## src/rtl/rand_dly_stim_if.sv

```systemverilog
// Handshake/status bundle between a stimulus controller and rand_dly_stim_gen.
// The seed signal exists only when STIM_SEED_PORT_EN is defined.
interface rand_dly_stim_if #(
  parameter int LFSR_W = 16,
  parameter int CNT_W  = 8
);
  logic             start;
  logic             d;
  logic             d_upd;
  logic             busy;
  logic             done;
  logic [CNT_W-1:0] iter_cnt;
`ifdef STIM_SEED_PORT_EN
  logic [LFSR_W-1:0] seed;

  modport master (output start, output seed,
                  input d, input d_upd, input busy, input done, input iter_cnt);
  modport slave  (input start, input seed,
                  output d, output d_upd, output busy, output done, output iter_cnt);
`else
  modport master (output start,
                  input d, input d_upd, input busy, input done, input iter_cnt);
  modport slave  (input start,
                  output d, output d_upd, output busy, output done, output iter_cnt);
`endif
endinterface

```

## src/rtl/rand_dly_stim_gen.sv

```systemverilog
// LFSR-driven stimulus source: NUM_ITER updates of d, each after a random 0..2^DLY_W-1 cycle gap.
// Optional macro STIM_SEED_PORT_EN adds a per-run seed input sampled on the IDLE->LOAD edge.
module rand_dly_stim_gen #(
  parameter int                LFSR_W   = 16,
  parameter logic [LFSR_W-1:0] SEED     = 16'hACE1,
  parameter int                DLY_W    = 2,
  parameter int                NUM_ITER = 20,
  parameter int                CNT_W    = 8
) (
  input logic              clk,
  input logic              rst,
  rand_dly_stim_if.slave   stim
);

  localparam logic [2:0] S_IDLE  = 3'd0;
  localparam logic [2:0] S_LOAD  = 3'd1;
  localparam logic [2:0] S_WAIT  = 3'd2;
  localparam logic [2:0] S_DRIVE = 3'd3;
  localparam logic [2:0] S_DONE  = 3'd4;

  // Galois toggle mask for x^16+x^14+x^13+x^11+1, right-shifting form.
  localparam logic [LFSR_W-1:0] TAPS      = LFSR_W'(16'hB400);
  localparam logic [CNT_W-1:0]  LAST_ITER = CNT_W'(NUM_ITER - 1);

  logic [2:0]        r_state;
  logic [LFSR_W-1:0] r_lfsr;
  logic [DLY_W-1:0]  r_dly_cnt;
  logic              r_d;
  logic              r_d_upd;
  logic              r_done;
  logic [CNT_W-1:0]  r_iter_cnt;

  logic [LFSR_W-1:0] w_lfsr_next;
  logic [LFSR_W-1:0] w_run_seed;

  assign w_lfsr_next = {1'b0, r_lfsr[LFSR_W-1:1]} ^ (r_lfsr[0] ? TAPS : '0);

`ifdef STIM_SEED_PORT_EN
  // A zero seed would lock the LFSR, so fall back to the reset seed.
  assign w_run_seed = (stim.seed != '0) ? stim.seed : SEED;
`else
  assign w_run_seed = r_lfsr;
`endif

  always_ff @(posedge clk or posedge rst) begin
    if (rst) begin
      r_state    <= S_IDLE;
      r_lfsr     <= SEED;
      r_dly_cnt  <= '0;
      r_d        <= 1'b0;
      r_d_upd    <= 1'b0;
      r_done     <= 1'b0;
      r_iter_cnt <= '0;
    end else begin
      // NOTE: pulse outputs default low every edge; only the owning state raises them.
      r_d_upd <= 1'b0;
      r_done  <= 1'b0;
      case (r_state)
        S_IDLE: begin
          if (stim.start) begin
            r_iter_cnt <= '0;
            r_lfsr     <= w_run_seed;
            r_state    <= S_LOAD;
          end
        end
        S_LOAD: begin
          // NOTE: non-blocking, so the delay and branch use the pre-advance LFSR value.
          r_dly_cnt <= r_lfsr[DLY_W-1:0];
          r_lfsr    <= w_lfsr_next;
          r_state   <= (r_lfsr[DLY_W-1:0] == '0) ? S_DRIVE : S_WAIT;
        end
        S_WAIT: begin
          r_dly_cnt <= r_dly_cnt - 1'b1;
          if (r_dly_cnt == DLY_W'(1)) begin
            r_state <= S_DRIVE;
          end
        end
        S_DRIVE: begin
          r_d        <= r_lfsr[LFSR_W-1];
          r_lfsr     <= w_lfsr_next;
          r_d_upd    <= 1'b1;
          r_iter_cnt <= r_iter_cnt + 1'b1;
          r_state    <= (r_iter_cnt == LAST_ITER) ? S_DONE : S_LOAD;
        end
        S_DONE: begin
          r_done  <= 1'b1;
          r_state <= S_IDLE;
        end
        default: r_state <= S_IDLE;
      endcase
    end
  end

  assign stim.d        = r_d;
  assign stim.d_upd    = r_d_upd;
  assign stim.busy     = (r_state != S_IDLE);
  assign stim.done     = r_done;
  assign stim.iter_cnt = r_iter_cnt;

endmodule

```

## src/flat_wrapper.sv

```systemverilog
// flat-port wrapper written by rule: the top's interface ports become plain ports
module rand_dly_stim_gen_flat 
#(
  parameter int                LFSR_W   = 16,
  parameter logic [LFSR_W-1:0] SEED     = 16'hACE1,
  parameter int                DLY_W    = 2,
  parameter int                NUM_ITER = 20,
  parameter int                CNT_W    = 8
)
  (clk, rst, stim_start, stim_d, stim_d_upd, stim_busy, stim_done, stim_iter_cnt);
  rand_dly_stim_if #(.LFSR_W(LFSR_W), .CNT_W(CNT_W)) stim_i ();
  input logic clk;
  input logic rst;
  input wire logic [$bits(stim_i.start)-1:0] stim_start;
  output wire logic [$bits(stim_i.d)-1:0] stim_d;
  output wire logic [$bits(stim_i.d_upd)-1:0] stim_d_upd;
  output wire logic [$bits(stim_i.busy)-1:0] stim_busy;
  output wire logic [$bits(stim_i.done)-1:0] stim_done;
  output wire logic [$bits(stim_i.iter_cnt)-1:0] stim_iter_cnt;
  assign stim_i.start = stim_start;
  assign stim_d = stim_i.d;
  assign stim_d_upd = stim_i.d_upd;
  assign stim_busy = stim_i.busy;
  assign stim_done = stim_i.done;
  assign stim_iter_cnt = stim_i.iter_cnt;
  rand_dly_stim_gen #(.LFSR_W(LFSR_W), .SEED(SEED), .DLY_W(DLY_W), .NUM_ITER(NUM_ITER), .CNT_W(CNT_W)) u_core (.clk(clk), .rst(rst), .stim(stim_i));
endmodule
```

## config.mk

```make
export PLATFORM = sky130hd
export DESIGN_NAME = rand_dly_stim_gen_flat
export DESIGN_NICKNAME = d
export VERILOG_FILES = /design/src/rtl/rand_dly_stim_if.sv /design/src/rtl/rand_dly_stim_gen.sv /design/src/flat_wrapper.sv
export SDC_FILE = /design/constraint.sdc
export NUM_CORES = 1
export LEC_CHECK = 0
export ABC_AREA = 0
export CAP_MARGIN = 20
export CORE_ASPECT_RATIO = 1.25
export CORE_MARGIN = 2
export CORE_UTILIZATION = 40
export CTS_CLUSTER_SIZE = 12
export DETAILED_ROUTE_END_ITERATION = 12
export GPL_TIMING_DRIVEN = 0
export HOLD_SLACK_MARGIN = 0.15
export RECOVER_POWER = 25
export SETUP_SLACK_MARGIN = 0.3
export SYNTH_ARGS = -nofsm -noshare
export SYNTH_HDL_FRONTEND = slang
export SYNTH_SLANG_ARGS = --single-unit
export TNS_END_PERCENT = 30
```

## constraint.sdc

```tcl
create_clock -name clk -period 3.4 [get_ports clk]
set_input_delay 0.68 -clock clk [delete_from_list [all_inputs] [get_ports clk]]
set_output_delay 0.68 -clock clk [all_outputs]
set_load 0.01 [all_outputs]
```

# Yosys cells after proc, flatten, opt, wreduce, memory -nomap -nowiden
# Cells that the tools add are included.
dict set report op_classes {
  bitwise 1
  shifts 0
  div_mod_pow 0
  mul 0
  mux 11
  magnitude_cmp 0
  n_addsub 2
  n_eq_ne 8
  reduce_logical 8
}
# operator count
set ops {}
lappend ops {{$mux W16} 1}
lappend ops {{$pmux W8 S2} 1}
lappend ops {{$xor A15 B16 Y16} 1}
lappend ops {{$pmux W3 S4} 1}
lappend ops {{$mux W3} 3}
lappend ops {{$add A8 B1 Y8 const B} 1}
lappend ops {{$eq A8 B5 Y1 const B} 1}
lappend ops {{$mux W8} 1}
lappend ops {{$eq A3 B2 Y1 const B} 2}
lappend ops {{$pmux W2 S2} 1}
lappend ops {{$reduce_and A2 Y1} 2}
lappend ops {{$reduce_bool A2 Y1} 2}
lappend ops {{$eq A3 B1 Y1 const B} 1}
lappend ops {{$eq A3 B3 Y1 const B} 1}
lappend ops {{$logic_not A3 Y1} 1}
lappend ops {{$mux W1} 3}
lappend ops {{$reduce_bool A3 Y1} 1}
lappend ops {{$eq A2 B1 Y1 const B} 1}
lappend ops {{$logic_not A2 Y1} 1}
lappend ops {{$ne A2 B1 Y1 const B} 1}
lappend ops {{$ne A2 B2 Y1 const B} 1}
lappend ops {{$reduce_or A2 Y1} 1}
lappend ops {{$sub A2 B1 Y2 const B} 1}
dict set report word_totals {
  input_bits 3
  ramBits 0
  register_bits 32
  out_inout_bits 12
  latchBits 0
  n_memories 0
  word_cells 37
  romBits 0
}

# Logic depth before layout (Yosys ltp)
dict set report depth {
  depth_word 3
  depth_mapped 6
  ltp_nobuf 5
}

# Least setup slack after synthesis
# Ideal clock, no wire load.
dict set report synth_path {
  path_kind {input to register}
  start {input stim_start}
  end {register u_core.r_iter_cnt[3] (netlist: u_core.stim.iter_cnt[3])}
  cell_stages 4
  arrival_time_ns 1.594
  path_slack_ns 1.685
  n_path_buf 1
  cell_sequence {or4b_1 -> buf_2 -> and2_4 -> a22o_1}
}
dict set report synth_between {
  elab_chain_cells 2
}
# element line
set synth_lines {}
lappend synth_lines {{start: declaration} flat_wrapper.sv:14} ;# input wire logic [$bits(stim_i.start)-1:0] stim_start;
lappend synth_lines {{$ne A2 B2 Y1 (no source line)} --}
lappend synth_lines {{$reduce_and A2 Y1 (no source line)} --}
lappend synth_lines {{end signal: assignment} rand_dly_stim_gen.sv:82} ;# r_iter_cnt <= r_iter_cnt + 1'b1;
lappend synth_lines {{end: declaration} rand_dly_stim_gen.sv:31} ;# logic [CNT_W-1:0] r_iter_cnt;
# Every way passes these cells.
# A chain may end at the register's enable or synchronous reset.

# Final worst setup path
dict set report layout_path {
  start {register u_core.r_state[1]}
  end {output stim_busy}
}
dict set report layout_between {
  elab_chain_cells 1
}
# element line
set layout_lines {}
lappend layout_lines {{start: declaration} rand_dly_stim_gen.sv:25} ;# logic [2:0] r_state;
lappend layout_lines {{start signal: assignment} rand_dly_stim_gen.sv:70} ;# r_state <= (r_lfsr[DLY_W-1:0] == '0) ? S_DRIVE : S_WAIT;
lappend layout_lines {{start signal: assignment} rand_dly_stim_gen.sv:83} ;# r_state <= (r_iter_cnt == LAST_ITER) ? S_DONE : S_LOAD;
lappend layout_lines {{$reduce_bool A3 Y1} rand_dly_stim_gen.sv:96} ;# assign stim.busy = (r_state != S_IDLE);
lappend layout_lines {{end: declaration} flat_wrapper.sv:17} ;# output wire logic [$bits(stim_i.busy)-1:0] stim_busy;
# Every way passes these cells.

==> summary.md <==
| Metric | Value |
|---|---|
| Fmax | 0.396 GHz |
| Met2 track utilization from global routing | 0.245 |
| Maximum fanout encountered on the critical timing path | 10 |
| DPL Wire Length | 1.92 mm |
| Vias in the first global route | 1074 |
| Number of max-slew violations in the final report | 0 |
| Die Y | 72.1 um |
| Synth Area per Inst | 11.5 sq um |
| Worst IR Drop VDD | 0.000292 V |
| Number of standard cells after synthesis | 129 |
| Final instance area | 1820 sq um |
| Post-route insts no fill | 191 |
| Core area | 3510 sq um |
| Crit path kind | flop to primary output |
| Buffer and inverter count on the worst path | 2 |
| Max-cap viol count | 0 |
| Global-route track usage on met1 | 0.167 |
| Port buffer count | 14 |
| Wire length per cell after detailed routing | 14.1 um |
| Met3 Track Usage GR | 0.0517 |
| Clock tree from TritonCTS | yes |
| DRC violation count after routing | 0 |
| Total length of routed wires | 2.68 mm |
| Net count after synthesis | 134 |
| Source-to-sink clock delay at the later pin of the worst-skew pair | 280 ps |
| Hold WC Path Type | flop to flop |
| FF+latch count, synth | 32 |
| Root Buffer | clkbuf_8 |
| Number of gates resized after cts | 0 |
| H-tree Lvls | 2 |
| Final min period | 2530 ps |
| Maximum number of pins on one net before global-route repair | 19 |
| Number of I/O pins | 15 |
| Total count of hold-check failures in the final report | 0 |
| Antenna violation net count after detailed routing | 0 |
| Synth Cell Area | 1480 sq um |
| Antenna violations before repair | 0 |
| Layout area overhead | 23.0% |
| Final setup TNS | 0 ps |
| Critical path's top delay family | buffers and inverters |
| Number of placed instances with taps included | 183 |
| Clock sinks | 32 |
| Die Area | 4210 sq um |
| Critical Path, Cell by Cell | clkbuf_1, or3_1, clkdlybuf4s50_1 |
| Placer's final routability congestion estimate | 0.801 |
| Setup skew after layout | 7.21 ps |
| Hold Slack | 491 ps |
| Syn. warnings | 0 |
| Leading cell type in the layout, fill and taps excluded | dfrtp_1 |
| GRT Total Usage | 0.151 |
| Power per cell area | 433 nW/um^2 |
| Slew of the pin with the lowest slew margin | 685 ps |
| Fraction of final layout cells with drive strength greater than 1 | 0.217 |
| Final worst-path cycle share | 0.743 |
| Detailed-routing iteration count for the pre-antenna-repair pass | 4 |
| Highest-count cells in the layout ignoring fill and taps | dfrtp_1, mux2_2, clkdlybuf4s50_1 |
| DIE WIDTH | 58.5 um |
| Sum of overflow across all layers after global routing | 0 |
| DRT iter0 DRCs | 31 |
| Part of the Yosys area used for sequential elements | 0.547 |
| Post-CTS setup-driven buffer insertion count | 0 |
| Startpoint class of the critical path | flop |
| Wire length of the first global-routing pass | 4.75 mm |
| CTS clk-pin slew, worst paths | 70 ps |
| Setup repair after global routing missed its margin | no |
| # diodes | 0 |
| Maximum number of buffers from clock root to sink | 2 |
| Distinct cells, synth | 36 |
| Starting density of the core | 0.422 |
| Asr flop ratio synth | 1.00 |
| Critical path arrival | 1850 ps |
| Top FF cell, synth | dfrtp_1 |
| Overall via count from detail_route | 1021 |
| Cell area after placement | 1700 sq um |
| Finish-stage setup viols | 0 |
| Slew Limit Headroom | 0.543 |
| Number of synthesized flops with an enable pin | 0 |
| Row count | 24 |
| Required time reported for the critical path endpoint | 2720 ps |
| GRT Max-Usage Layer | met2 |
| Worst stage delay on the critical path | 480 ps |
| CP max-delay cell | clkdlybuf4s50_1 |
| Number of buffers created by CTS | 5 |
| Count of hold-fix buffers inserted at cts | 0 |
| Crit path capture type | primary output |
| Static Leak | 0.865 nW |
| Via density per instance | 5.35 |
| Status | completed |
| Nets | 156 |
[registers in the layout (all words and copies together), names as in the netlist]
| name | count |
|---|---|
| u_core.stim.d_upd | 1 |
| u_core.r_state | 3 |
| u_core.stim.done | 1 |
| u_core.stim.d | 1 |
| u_core.r_lfsr | 16 |
| u_core.stim.iter_cnt | 8 |
| u_core.r_dly_cnt | 2 |
[through the flow]
step	total power (W)	utilization	setup slack, ps
finish	0.000789	0.519	874
CTS	0.000801	0.520	865
detailed placement	0.000403	0.484	1100
floorplan	0.000394	-	1680
global route	0.000818	0.519	779
global placement	0.000399	0.476	1120
[synth_stat cells (4+ instances only)]
master | instances | area share
dfrtp_1 | 24 | 0.41
mux2_2 | 12 | 0.091
nand2_1 | 9 | 0.023
nor2_1 | 9 | 0.023
dfstp_2 | 8 | 0.14
mux2i_1 | 7 | 0.047
buf_2 | 5 | 0.017
xnor2_1 | 5 | 0.030
a21oi_1 | 4 | 0.014
inv_1 | 4 | 0.010
[tightest hold or removal path: stages (launching register included)]
cell and delay [ps]:
dfrtp_1 350, nand2_1 50, nand2_1 60
[layout make-up]
cell class	instances	area (sq um)
plain buffers	8	33.8
clock buffers	7	96.3
clock inverters	1	30.0
fillers	318	1690
inverters	4	15.0
multi-input cells	85	621
flip-flops and latches	32	811
well taps	39	48.8
repair buffers	15	168
[metal layers]
metal,wire [um],vias up
met1,1120,493
met2,1350,23
met5,0,-
li1,-,496
met3,111,9
met4,93,0
[kinds of logic after synthesis]
kind of cell,after synthesis,share of synthesized area
adders and majority gates,2,0.0169
and+or+nand+nor,39,0.140
AOI/OAI and AO/OA,19,0.0861
DFF,32,0.547
buffers and inverters,12,0.0346
xor gates and xnor gates,5,0.0295
muxes,20,0.146
[power by group]
part / switching (W) / internal (W) / total, W
Sequential: 0 / 0.000381 / 0.000381
Combinational: 0.00000853 / 0.00000509 / 0.0000136
Clock: 0.000136 / 0.000258 / 0.000394
Total: 0.000145 / 0.000645 / 0.000789
[final timing paths]
kind,cells after the start,slack (ps),to,from
setup / recovery,3,870,stim_busy,u_core.r_state[1]
hold / removal,2,490,u_core.stim.d,u_core.stim.d
setup reg to reg,6,1460,u_core.stim.iter_cnt[7],u_core.r_state[0]
hold reg to reg,2,490,u_core.stim.d,u_core.stim.d
max in group asynchronous,3,1850,u_core.r_lfsr[7],rst
min in group asynchronous,2,940,u_core.stim.iter_cnt[7],rst
Power figures use the tool's default switching activity.
